### src/rtl/i_execute_pkg.sv
// Shared definitions for the EX stage: ALU op/funct codes, ALU control
// encodings, multiplier FSM states and the EX/MEM control payload.
package i_execute_pkg;

  localparam int unsigned DATA_W_DEF = 32;
  localparam int unsigned REG_W_DEF  = 5;

  localparam logic [1:0] ALUOP_ADD   = 2'b00;
  localparam logic [1:0] ALUOP_SUB   = 2'b01;
  localparam logic [1:0] ALUOP_FUNCT = 2'b10;

  localparam logic [5:0] FUNCT_ADD  = 6'b100000;
  localparam logic [5:0] FUNCT_SUB  = 6'b100010;
  localparam logic [5:0] FUNCT_AND  = 6'b100100;
  localparam logic [5:0] FUNCT_OR   = 6'b100101;
  localparam logic [5:0] FUNCT_SLT  = 6'b101010;
  localparam logic [5:0] FUNCT_MULT = 6'b011000;
  localparam logic [5:0] FUNCT_MFHI = 6'b010000;
  localparam logic [5:0] FUNCT_MFLO = 6'b010010;

  typedef enum logic [2:0] {
    ALUCTL_AND  = 3'd0,
    ALUCTL_OR   = 3'd1,
    ALUCTL_ADD  = 3'd2,
    ALUCTL_SUB  = 3'd3,
    ALUCTL_SLT  = 3'd4,
    ALUCTL_MFHI = 3'd5,
    ALUCTL_MFLO = 3'd6
  } aluctl_e;

  typedef enum logic {
    MUL_IDLE = 1'b0,
    MUL_BUSY = 1'b1
  } mul_state_e;

  // Control bits carried through EX/MEM
  typedef struct packed {
    logic [1:0] wb;  // {regwrite, memtoreg}
    logic [2:0] m;   // {branch, memread, memwrite}
  } ex_ctl_t;

  // ALU control from aluop/funct; MULT and unknown functs fall back to add
  function automatic aluctl_e alu_decode(input logic [1:0] aluop, input logic [5:0] funct);
    aluctl_e ctl;
    ctl = ALUCTL_ADD;
    if (aluop == ALUOP_SUB) begin
      ctl = ALUCTL_SUB;
    end else if (aluop == ALUOP_FUNCT) begin
      case (funct)
        FUNCT_SUB:  ctl = ALUCTL_SUB;
        FUNCT_AND:  ctl = ALUCTL_AND;
        FUNCT_OR:   ctl = ALUCTL_OR;
        FUNCT_SLT:  ctl = ALUCTL_SLT;
        FUNCT_MFHI: ctl = ALUCTL_MFHI;
        FUNCT_MFLO: ctl = ALUCTL_MFLO;
        default:    ctl = ALUCTL_ADD;
      endcase
    end
    return ctl;
  endfunction

endpackage

### src/rtl/i_execute_mul.sv
// mul_seq: iterative signed shift-add multiplier owning HI/LO.
// Ports: clk, rst_n, start (load operands), a/b (signed operands),
// busy (FSM in BUSY), done (final iteration cycle), hi/lo (last product).
module mul_seq
  import i_execute_pkg::*;
#(
  parameter int unsigned DATA_W = DATA_W_DEF
) (
  input  logic              clk,
  input  logic              rst_n,
  input  logic              start,
  input  logic [DATA_W-1:0] a,
  input  logic [DATA_W-1:0] b,
  output logic              busy,
  output logic              done,
  output logic [DATA_W-1:0] hi,
  output logic [DATA_W-1:0] lo
);

  localparam int unsigned CNT_W  = $clog2(DATA_W);
  localparam int unsigned PROD_W = 2 * DATA_W;

  mul_state_e          state_q, state_d;
  logic [CNT_W-1:0]    cnt_q, cnt_d;
  logic [PROD_W-1:0]   mcand_q, mcand_d;
  logic [DATA_W-1:0]   mplier_q, mplier_d;
  logic [PROD_W-1:0]   acc_q, acc_d;
  logic                neg_q, neg_d;
  logic [DATA_W-1:0]   hi_q, hi_d;
  logic [DATA_W-1:0]   lo_q, lo_d;
  logic [DATA_W-1:0]   abs_a, abs_b;
  logic [PROD_W-1:0]   sum, prod;
  logic                last;

  // State register
  always_ff @(posedge clk or negedge rst_n) begin
    if (!rst_n) begin
      state_q  <= MUL_IDLE;
      cnt_q    <= '0;
      mcand_q  <= '0;
      mplier_q <= '0;
      acc_q    <= '0;
      neg_q    <= 1'b0;
      hi_q     <= '0;
      lo_q     <= '0;
    end else begin
      state_q  <= state_d;
      cnt_q    <= cnt_d;
      mcand_q  <= mcand_d;
      mplier_q <= mplier_d;
      acc_q    <= acc_d;
      neg_q    <= neg_d;
      hi_q     <= hi_d;
      lo_q     <= lo_d;
    end
  end

  // Next state: magnitudes multiplied unsigned, sign applied on the last step
  always_comb begin
    state_d  = state_q;
    cnt_d    = cnt_q;
    mcand_d  = mcand_q;
    mplier_d = mplier_q;
    acc_d    = acc_q;
    neg_d    = neg_q;
    hi_d     = hi_q;
    lo_d     = lo_q;
    abs_a    = a[DATA_W-1] ? DATA_W'(-a) : a;
    abs_b    = b[DATA_W-1] ? DATA_W'(-b) : b;
    sum      = acc_q + (mplier_q[0] ? mcand_q : '0);
    prod     = neg_q ? PROD_W'(-sum) : sum;
    last     = (cnt_q == CNT_W'(DATA_W - 1));
    done     = 1'b0;

    case (state_q)
      MUL_IDLE: begin
        if (start) begin
          state_d  = MUL_BUSY;
          cnt_d    = '0;
          mcand_d  = PROD_W'(abs_a);
          mplier_d = abs_b;
          acc_d    = '0;
          neg_d    = a[DATA_W-1] ^ b[DATA_W-1];
        end
      end
      MUL_BUSY: begin
        acc_d    = sum;
        mcand_d  = mcand_q << 1;
        mplier_d = mplier_q >> 1;
        cnt_d    = cnt_q + CNT_W'(1);
        if (last) begin
          done    = 1'b1;
          hi_d    = prod[PROD_W-1:DATA_W];
          lo_d    = prod[DATA_W-1:0];
          state_d = MUL_IDLE;
        end
      end
      default: state_d = MUL_IDLE;
    endcase
  end

  assign busy = (state_q == MUL_BUSY);
  assign hi   = hi_q;
  assign lo   = lo_q;

endmodule

### src/rtl/i_execute.sv
// EX stage: ALU control, operand/destination muxes, branch-target adder,
// background multiplier with HI/LO, and the EX/MEM register.
// Inputs come from ID/EX (in_valid, flush, ctl bits, operands, specifiers);
// stall is combinational toward IF/ID and ID/EX; ex_* are the EX/MEM outputs.
module i_execute
  import i_execute_pkg::*;
#(
  parameter int unsigned DATA_W = DATA_W_DEF,
  parameter int unsigned REG_W  = REG_W_DEF
) (
  input  logic              clk,
  input  logic              rst_n,
  input  logic              in_valid,
  input  logic              flush,
  input  logic [1:0]        wb_ctl,
  input  logic [2:0]        m_ctl,
  input  logic              regdst,
  input  logic              alusrc,
  input  logic [1:0]        aluop,
  input  logic [DATA_W-1:0] npc,
  input  logic [DATA_W-1:0] rdata1,
  input  logic [DATA_W-1:0] rdata2,
  input  logic [DATA_W-1:0] s_ext,
  input  logic [REG_W-1:0]  instr_2016,
  input  logic [REG_W-1:0]  instr_1511,
  output logic              stall,
  output logic              ex_valid,
  output logic [1:0]        ex_wb_ctl,
  output logic [2:0]        ex_m_ctl,
  output logic [DATA_W-1:0] ex_add_result,
  output logic              ex_zero,
  output logic [DATA_W-1:0] ex_alu_result,
  output logic [DATA_W-1:0] ex_rdata2,
  output logic [REG_W-1:0]  ex_dest
);

  aluctl_e           aluctl;
  logic              is_mult, is_hilo, load, mul_start, mul_busy, mul_done_unused;
  logic [DATA_W-1:0] op_b, result, mul_hi, mul_lo;

  logic              ex_valid_q, ex_valid_d;
  ex_ctl_t           ex_ctl_q, ex_ctl_d;
  logic [DATA_W-1:0] ex_add_result_q, ex_add_result_d;
  logic              ex_zero_q, ex_zero_d;
  logic [DATA_W-1:0] ex_alu_result_q, ex_alu_result_d;
  logic [DATA_W-1:0] ex_rdata2_q, ex_rdata2_d;
  logic [REG_W-1:0]  ex_dest_q, ex_dest_d;

  mul_seq #(.DATA_W(DATA_W)) u_mul (
    .clk   (clk),
    .rst_n (rst_n),
    .start (mul_start),
    .a     (rdata1),
    .b     (rdata2),
    .busy  (mul_busy),
    .done  (mul_done_unused),
    .hi    (mul_hi),
    .lo    (mul_lo)
  );

  // Decode, hazard detection and result selection
  always_comb begin
    aluctl    = alu_decode(aluop, s_ext[5:0]);
    is_mult   = (aluop == ALUOP_FUNCT) && (s_ext[5:0] == FUNCT_MULT);
    is_hilo   = is_mult || (aluctl == ALUCTL_MFHI) || (aluctl == ALUCTL_MFLO);
    stall     = in_valid & is_hilo & mul_busy;
    load      = in_valid & ~flush & ~stall;
    mul_start = load & is_mult;
    op_b      = alusrc ? s_ext : rdata2;

    case (aluctl)
      ALUCTL_AND:  result = rdata1 & op_b;
      ALUCTL_OR:   result = rdata1 | op_b;
      ALUCTL_SUB:  result = rdata1 - op_b;
      ALUCTL_SLT:  result = DATA_W'($signed(rdata1) < $signed(op_b));
      ALUCTL_MFHI: result = mul_hi;
      ALUCTL_MFLO: result = mul_lo;
      default:     result = rdata1 + op_b;
    endcase

    // Datapath always loads; only valid/ctl are squashed for bubbles
    ex_valid_d      = load;
    ex_ctl_d        = '0;
    if (load) begin
      ex_ctl_d.wb = is_mult ? 2'b00 : wb_ctl;
      ex_ctl_d.m  = m_ctl;
    end
    ex_add_result_d = npc + (s_ext << 2);
    ex_alu_result_d = result;
    ex_zero_d       = (result == '0);
    ex_rdata2_d     = rdata2;
    ex_dest_d       = regdst ? instr_1511 : instr_2016;
  end

  // EX/MEM register
  always_ff @(posedge clk or negedge rst_n) begin
    if (!rst_n) begin
      ex_valid_q      <= 1'b0;
      ex_ctl_q        <= '0;
      ex_add_result_q <= '0;
      ex_zero_q       <= 1'b0;
      ex_alu_result_q <= '0;
      ex_rdata2_q     <= '0;
      ex_dest_q       <= '0;
    end else begin
      ex_valid_q      <= ex_valid_d;
      ex_ctl_q        <= ex_ctl_d;
      ex_add_result_q <= ex_add_result_d;
      ex_zero_q       <= ex_zero_d;
      ex_alu_result_q <= ex_alu_result_d;
      ex_rdata2_q     <= ex_rdata2_d;
      ex_dest_q       <= ex_dest_d;
    end
  end

  assign ex_valid      = ex_valid_q;
  assign ex_wb_ctl     = ex_ctl_q.wb;
  assign ex_m_ctl      = ex_ctl_q.m;
  assign ex_add_result = ex_add_result_q;
  assign ex_zero       = ex_zero_q;
  assign ex_alu_result = ex_alu_result_q;
  assign ex_rdata2     = ex_rdata2_q;
  assign ex_dest       = ex_dest_q;

endmodule

### config.mk
export PLATFORM = sky130hd
export DESIGN_NAME = i_execute
export DESIGN_NICKNAME = d
export VERILOG_FILES = /design/src/rtl/i_execute_pkg.sv /design/src/rtl/i_execute_mul.sv /design/src/rtl/i_execute.sv
export SDC_FILE = /design/constraint.sdc
export NUM_CORES = 1
export LEC_CHECK = 0
export ABC_AREA = 1
export CAP_MARGIN = 5
export CELL_PAD_IN_SITES_DETAIL_PLACEMENT = 0
export CELL_PAD_IN_SITES_GLOBAL_PLACEMENT = 1
export CORE_MARGIN = 2
export CORE_UTILIZATION = 38
export DETAILED_ROUTE_END_ITERATION = 10
export PLACE_DENSITY = 0.83
export SYNTH_ARGS = -nofsm -noshare
export SYNTH_HDL_FRONTEND = slang
export SYNTH_SLANG_ARGS = --single-unit
### constraint.sdc
create_clock -name clk -period 3.39 [get_ports clk]
set_clock_uncertainty 0.15 [all_clocks]
set_input_delay 0.678 -clock clk [delete_from_list [all_inputs] [get_ports clk]]
set_output_delay 0.678 -clock clk [all_outputs]
set_load 0.05 [all_outputs]
After elaboration in Yosys (flattened, before gate mapping)

Index checks and enable logic that the tools add are counted.

Flip-flop bits (word level): 339
Output and inout port bits: 109
Word-level logic and storage cells: 82

$add $sub $neg: 8
Magnitude comparators: 1
Eq/ne operators: 16
Mux-type cells: 23
Bitwise logic cells: 11
Reductions and logical operators: 7

Operator list:

| kind                  | number |
|---|---|
| $mux W64              | 4 |
| $pmux W64 S2          | 2 |
| $pmux W32 S6          | 1 |
| $mux W32              | 4 |
| $add A32 B32 Y32      | 2 |
| $add A64 B64 Y64      | 1 |
| $neg A32 Y32          | 2 |
| $neg A64 Y64          | 1 |
| $pmux W32 S2          | 1 |
| $and A32 B32 Y32      | 1 |
| $logic_not A32 Y1     | 1 |
| $lt A32 B32 Y1        | 1 |
| $or A32 B32 Y32       | 1 |
| $sub A32 B32 Y32      | 1 |
| $eq A6 B6 Y1 const B  | 4 |
| $eq A6 B5 Y1 const B  | 3 |
| $pmux W3 S6           | 1 |
| $mux W5               | 3 |
| $pmux W5 S2           | 1 |
| $eq A3 B3 Y1 const B  | 3 |
| $mux W3               | 2 |
| $add A5 B1 Y5 const B | 1 |
| $and A1 B1 Y1         | 5 |
| $eq A5 B5 Y1 const B  | 1 |
| other kinds (14)      | 19 |

Depth between registers and ports, before layout

Word-level depth: 14
Gate-level depth with buffers: 28
Gate-level depth less buffers: 26

Hierarchy

Synthesis repeated with hierarchy kept, for this count alone.

Cells, all modules: 5174
Area, all modules: 31606.6 µm²

Modules (own cells, without submodules):

| module    | times used | cells each | area each (µm²) | seq. area each (µm²) |
|---|---|---|---|---|
| mul_seq   | 1          | 3182       | 19281.0         | 5780.5 |
| i_execute | 1          | 1992       | 12325.6         | 2702.6 |

Least setup slack after synthesis

No wires, ideal clock.

Path type: input port to flip-flop
From: input alusrc
To: register ex_zero_q, in the netlist ex_zero
Arrival time: 3.417 ns
Data required time: 3.160 ns
Setup slack: -0.257 ns
Stages: 22
Path through: clkbuf_1 clkbuf_1 nand2_1 o21ai_0 inv_1 ha_1 fa_1 nand3_1 nand2_1 nand2_1 nand3_1 nand2_1 nand2_1 nand2_1 nand2_1 o21ai_0 a21oi_1 nor2_1 nand2_1 nor2_1 nand4_1 nor3_2

Longest elaborated chain between the ends: 4
Elaborated cells between the ends (all ways): 8

Ends and longest elaborated chain:

| element                                        | line             | RTL |
|---|---|---|
| from (decl)                                    | i_execute.sv:18  | `input logic alusrc,` |
| $mux W32 (*)                                   | i_execute.sv:69  | `op_b = alusrc ? s_ext : rdata2;` |
| $add A32 B32 Y32, or another cell as far along | i_execute.sv:78  | `default: result = rdata1 + op_b;` |
| $pmux W32 S6 (*)                               | i_execute.sv:71  | `case (aluctl)` |
| $logic_not A32 Y1 (*)                          | i_execute.sv:90  | `ex_zero_d = (result == '0);` |
| net ex_zero_d                                  | i_execute.sv:44  | `logic ex_zero_q, ex_zero_d;` |
| to (signal assigned)                           | i_execute.sv:109 | `ex_zero_q <= ex_zero_d;` |
| to (decl)                                      | i_execute.sv:44  |  |

Mark *: on every way through the listed nets, which the timed path passes. The rest lies on a longest branch.
A chain may end at the register's enable or synchronous reset.

Worst setup path after layout

From: register u_mul.mplier_q[0]
To: register u_mul.hi_q[7], in the netlist u_mul.hi[7]

Longest elaborated chain between the ends: 4

Ends and longest elaborated chain:

| element                | line                | RTL |
|---|---|---|
| from (decl)            | i_execute_mul.sv:26 | `logic [DATA_W-1:0] mplier_q, mplier_d;` |
| from (signal assigned) | i_execute_mul.sv:50 | `mplier_q <= mplier_d;` |
| $mux W64 (*)           | i_execute_mul.sv:70 | `sum = acc_q + (mplier_q[0] ? mcand_q : '0);` |
| $add A64 B64 Y64 (*)   | i_execute_mul.sv:70 |  |
| $neg A64 Y64           | i_execute_mul.sv:71 | `prod = neg_q ? PROD_W'(-sum) : sum;` |
| $mux W64 (*)           | i_execute_mul.sv:71 |  |
| to (signal assigned)   | i_execute_mul.sv:53 | `hi_q <= hi_d;` |
| to (decl)              | i_execute_mul.sv:29 | `logic [DATA_W-1:0] hi_q, hi_d;` |

Every way passes the cells marked *; elsewhere a longest branch is shown, timed or not.

==> parameters.txt <==
Parameter                              Value

Critical path
  Data required time of the critical path ... 3.68 ns
  Crit path DAT ... 4.19 ns
  Worst setup SP type ... flop
  Crit path max fanout ... 3
  Critical path class ... flop to flop
  Critical Path Sink Type ... flop

Yosys
  Net count after synthesis ... 5047
  Warnings from Yosys ... 0
  Part of the Yosys area used for sequential elements ... 28.6%
  Number of enable flip-flop cells after synthesis ... 0
  Average instance area after synthesis ... ~6.3 um^2
  #FFs+latches synth ... 339
  Proportion of synthesized flip-flops having asynchronous set or reset ... 100%
  Number of instances in the synthesized netlist ... roughly 4700
  Area of the mapped netlist ... 29600 um^2
  Number of distinct library cell variants in the gate-level netlist after synthesis ... 55
  Most instantiated flip-flop cell in the synthesis netlist ... dfrtp_1

STA
  Portion of the clock cycle consumed by the worst path in the final layout ... 115%
  Worst slew margin relative to its limit ... 43.6%
  Slew at the pin with the worst max-slew slack ... approximately 0.85 ns
  Fmax ... 256 MHz
  Final setup violating endpoints ... 44
  Setup repair after global routing missed its margin ... true
  Tmin final ... 3.90 ns
  Final critical-path setup slack ... -0.513 ns
  Hold slack ... 0.310 ns
  Final count of hold timing violations ... 0
  Final-report max-slew violation count ... 0

Clock tree
  H-tree depth ... 2
  Clk slew on worst S/H paths ... 0.06 ns
  TritonCTS clock tree ... yes
  Longest Clk Path Bufs ... 3
  Sinks on the clock net ... 339
  Later-pin clock latency in the skew report ... 0.61 ns
  TritonCTS buffer count ... 44
  Root buf cell ... clkbuf_16

Die
  Total Die Area ... 80200 um^2
  Height of the die ... between 200 and 300 um
  Top-level I/O count ... 260
  Overall die width ... 283 um
  Number of cell rows ... a little over 100
  Total core area ... 77300 um^2
  Starting utilization of the core area ... 38.3%

Placed design
  RD Place Congestion ... 1.02
  Number of input and output port buffers inserted ... 259
  Post-placement setup slack ... -1.30 ns
  Total half-perimeter wirelength after legalization and detailed placement ... 111 mm

Drt
  Ratio of routed vias to standard cells ... 5.03
  Avg WL per Cell ... 19.4 um
  Routed via count ... 35300
  Drt initial violations ... 2738
  DRC viols ... 0
  Number of nets still failing antenna checks after routing ... 0
  First-pass detailed-route iteration total ... 7
  Detailed-route wire length ... about 140 mm

Final layout
  Most frequent cells in the layout ... 1400 x nand2_1, 1003 x buf_4, 771 x inv_1, 337 x dfrtp_1, 326 x nor2_1
  # nets final ... approximately 6300
  Area of all sequential standard cells ... about 8500 um^2
  Most common cell after layout, fill and taps aside ... nand2_1
  Area growth from synthesis to layout ... 51.6%
  Share of final-layout standard cells stronger than drive strength 1 ... about 27%
  Final-layout fill cell count ... 7584
  Multi-input logic area ... 19600 um^2

Global routing
  Pin count of the biggest net entering global routing ... between 80 and 90
  Number of antenna violations at the first check in global routing ... 2
  First-pass GRT wire length ... approximately 200 mm
  Total congestion overflow ... 0
  Gr usage total ... 32.9%
  Vias in the first global route ... about 34000

Worst hold path
  Hold WC Path Type ... primary input to flop

Status
  Violated checks ... setup timing
  Result of the run ... finished, violations left

Power
  Power density over cell area ... around 650 nW/um^2
  Static leakage power ... 24.1 nW
  Peak supply drop ... 455 uV

Run
  Maxcap violations ... 0
-- per-layer routing --
layer | track usage, % | wire length [um] | vias up
met5 | 0 | 0 | -
met4 | 14.2 | 7120 | 0
met2 | 53.9 | 61300 | 1205
met1 | 43.6 | 58900 | 16500
li1 | - | - | 17300
met3 | 4.14 | 8540 | 264
-- power breakdown --
group	leakage [nW]	internal (mW)	switching, mW	total, mW
Combinational	19.2	7.80	9.99	17.8
Clock	0.764	3.13	2.11	5.24
Sequential	4.18	5.22	0.821	6.04
Total	24.1	16.1	12.9	29.1
-- state kept, by name, summed over array words and instances (netlist names) --
| register | cells |
|---|---|
| ex_rdata2 | 32 |
| u_mul.busy | 1 |
| ex_zero | 1 |
| ex_valid | 1 |
| u_mul.cnt_q | 5 |
| ex_m_ctl | 3 |
| u_mul.mcand_q | 64 |
| ex_dest | 5 |
| ex_alu_result | 32 |
| u_mul.hi | 32 |
| u_mul.neg_q | 1 |
| u_mul.acc_q | 64 |
| ex_add_result | 32 |
| u_mul.mplier_q | 32 |
| u_mul.lo | 32 |
| ex_wb_ctl | 2 |
-- cell type report --
| cell class | instances | area share, % |
|---|---|---|
| flip-flops and latches | 339 | 18.9 |
| well taps | 1040 | 2.90 |
| repair buffers | 1304 | 24.2 |
| multi-input cells | 3431 | 43.7 |
| clock inverters | 21 | 0.754 |
| inverters | 807 | 6.76 |
| diodes | 2 | 0.0111 |
| clock buffers | 61 | 2.77 |
-- cell usage after synthesis, drive strengths merged, types with 6 or more instances --
master  number  area share [%]
dfrtp      339              29
nand3      284             5.0
or2         13            0.27
xnor2       38             1.1
o221ai      12            0.35
nand3b      24            0.61
nor4        13            0.27
a211oi       6            0.15
ha         194             8.2
nor2       449             5.9
clkbuf      88             1.1
nor3        41            0.74
a31oi       14            0.30
inv        807              10
o22ai       35            0.74
o211ai      38            0.96
a21oi      210             3.6
buf         33            0.54
a22oi       17            0.43
o21ai      279             4.7
a21o         6            0.15
xor2       102             3.0
nand4       75             1.6
o21bai      16            0.44
nand2     1528              20
-- worst paths after layout --
check | end | cells past startpoint | from | slack (ns)
worst max-delay path | u_mul.hi[7] | 22 | u_mul.mplier_q[0] | -0.51
worst min-delay path | ex_rdata2[0] | 2 | rdata2[0] | 0.31
worst max register to register | u_mul.hi[7] | 22 | u_mul.mplier_q[0] | -0.51
worst min register to register | u_mul.hi[9] | 2 | u_mul.hi[9] | 0.33
max in group asynchronous | u_mul.mcand_q[47] | 3 | rst_n | 1.66
min in group asynchronous | ex_alu_result[5] | 2 | rst_n | 0.55
-- stage by stage --
| step | area [um^2] | power [mW] | utilization [%] | std cells | TNS (ns) |
|---|---|---|---|---|---|
| floorplan | 29700 | 13.8 | - | 4698 | 0 |
| global placement | 40900 | 21.9 | 52.8 | 6879 | -146.10 |
| detailed placement | 40900 | 22.0 | 52.8 | 6879 | -155.81 |
| CTS | 43800 | 28.3 | 56.6 | 6987 | -11.55 |
| global route | 44900 | 30.9 | 58.1 | 7005 | -25.23 |
| finish | 44900 | 29.1 | 58.1 | 7005 | -15.21 |
-- kinds of logic after synthesis --
family,share of synthesized area (%)
AND/OR/NAND/NOR,34.3
buffers and inverters,11.9
AO/OA/AOI/OAI,12.4
flip-flops,28.6
adder cells (fa/ha/maj),8.46
XOR/XNOR,4.16
multiplexers,0.190
-- repair_timing --
| action | 4_1_cts | 5_1_grt |
|---|---|---|
| setup endpoints to repair | 157 | 87 |
| resized for setup | 282 | 290 |
| pin swaps | 44 | 66 |
| hold endpoints to repair | 19 | 0 |
| hold buffers | 1 | 0 |
| buffers inserted | 25 | 15 |
| cloned | 1 | 1 |
-- worst max-delay path, stage by stage, from the launching register on --
cell	delay (ns)
dfrtp_2	0.50
buf_4	0.18
nand2_2	0.07
inv_1	0.05
ha_2	0.18
fa_2	0.36
buf_4	0.15
xor2_1	0.17
nor2_1	0.15
nand3_1	0.11
nor2_2	0.16
nand3_2	0.11
nor2_1	0.14
nand3_2	0.13
nor2_4	0.13
buf_4	0.11
nand2_1	0.11
nor2_2	0.20
nand2_1	0.07
nand2_1	0.11
xor2_1	0.17
buf_4	0.16
o21ai_0	0.07
No activity file was read; power rests on OpenSTA's default activity.
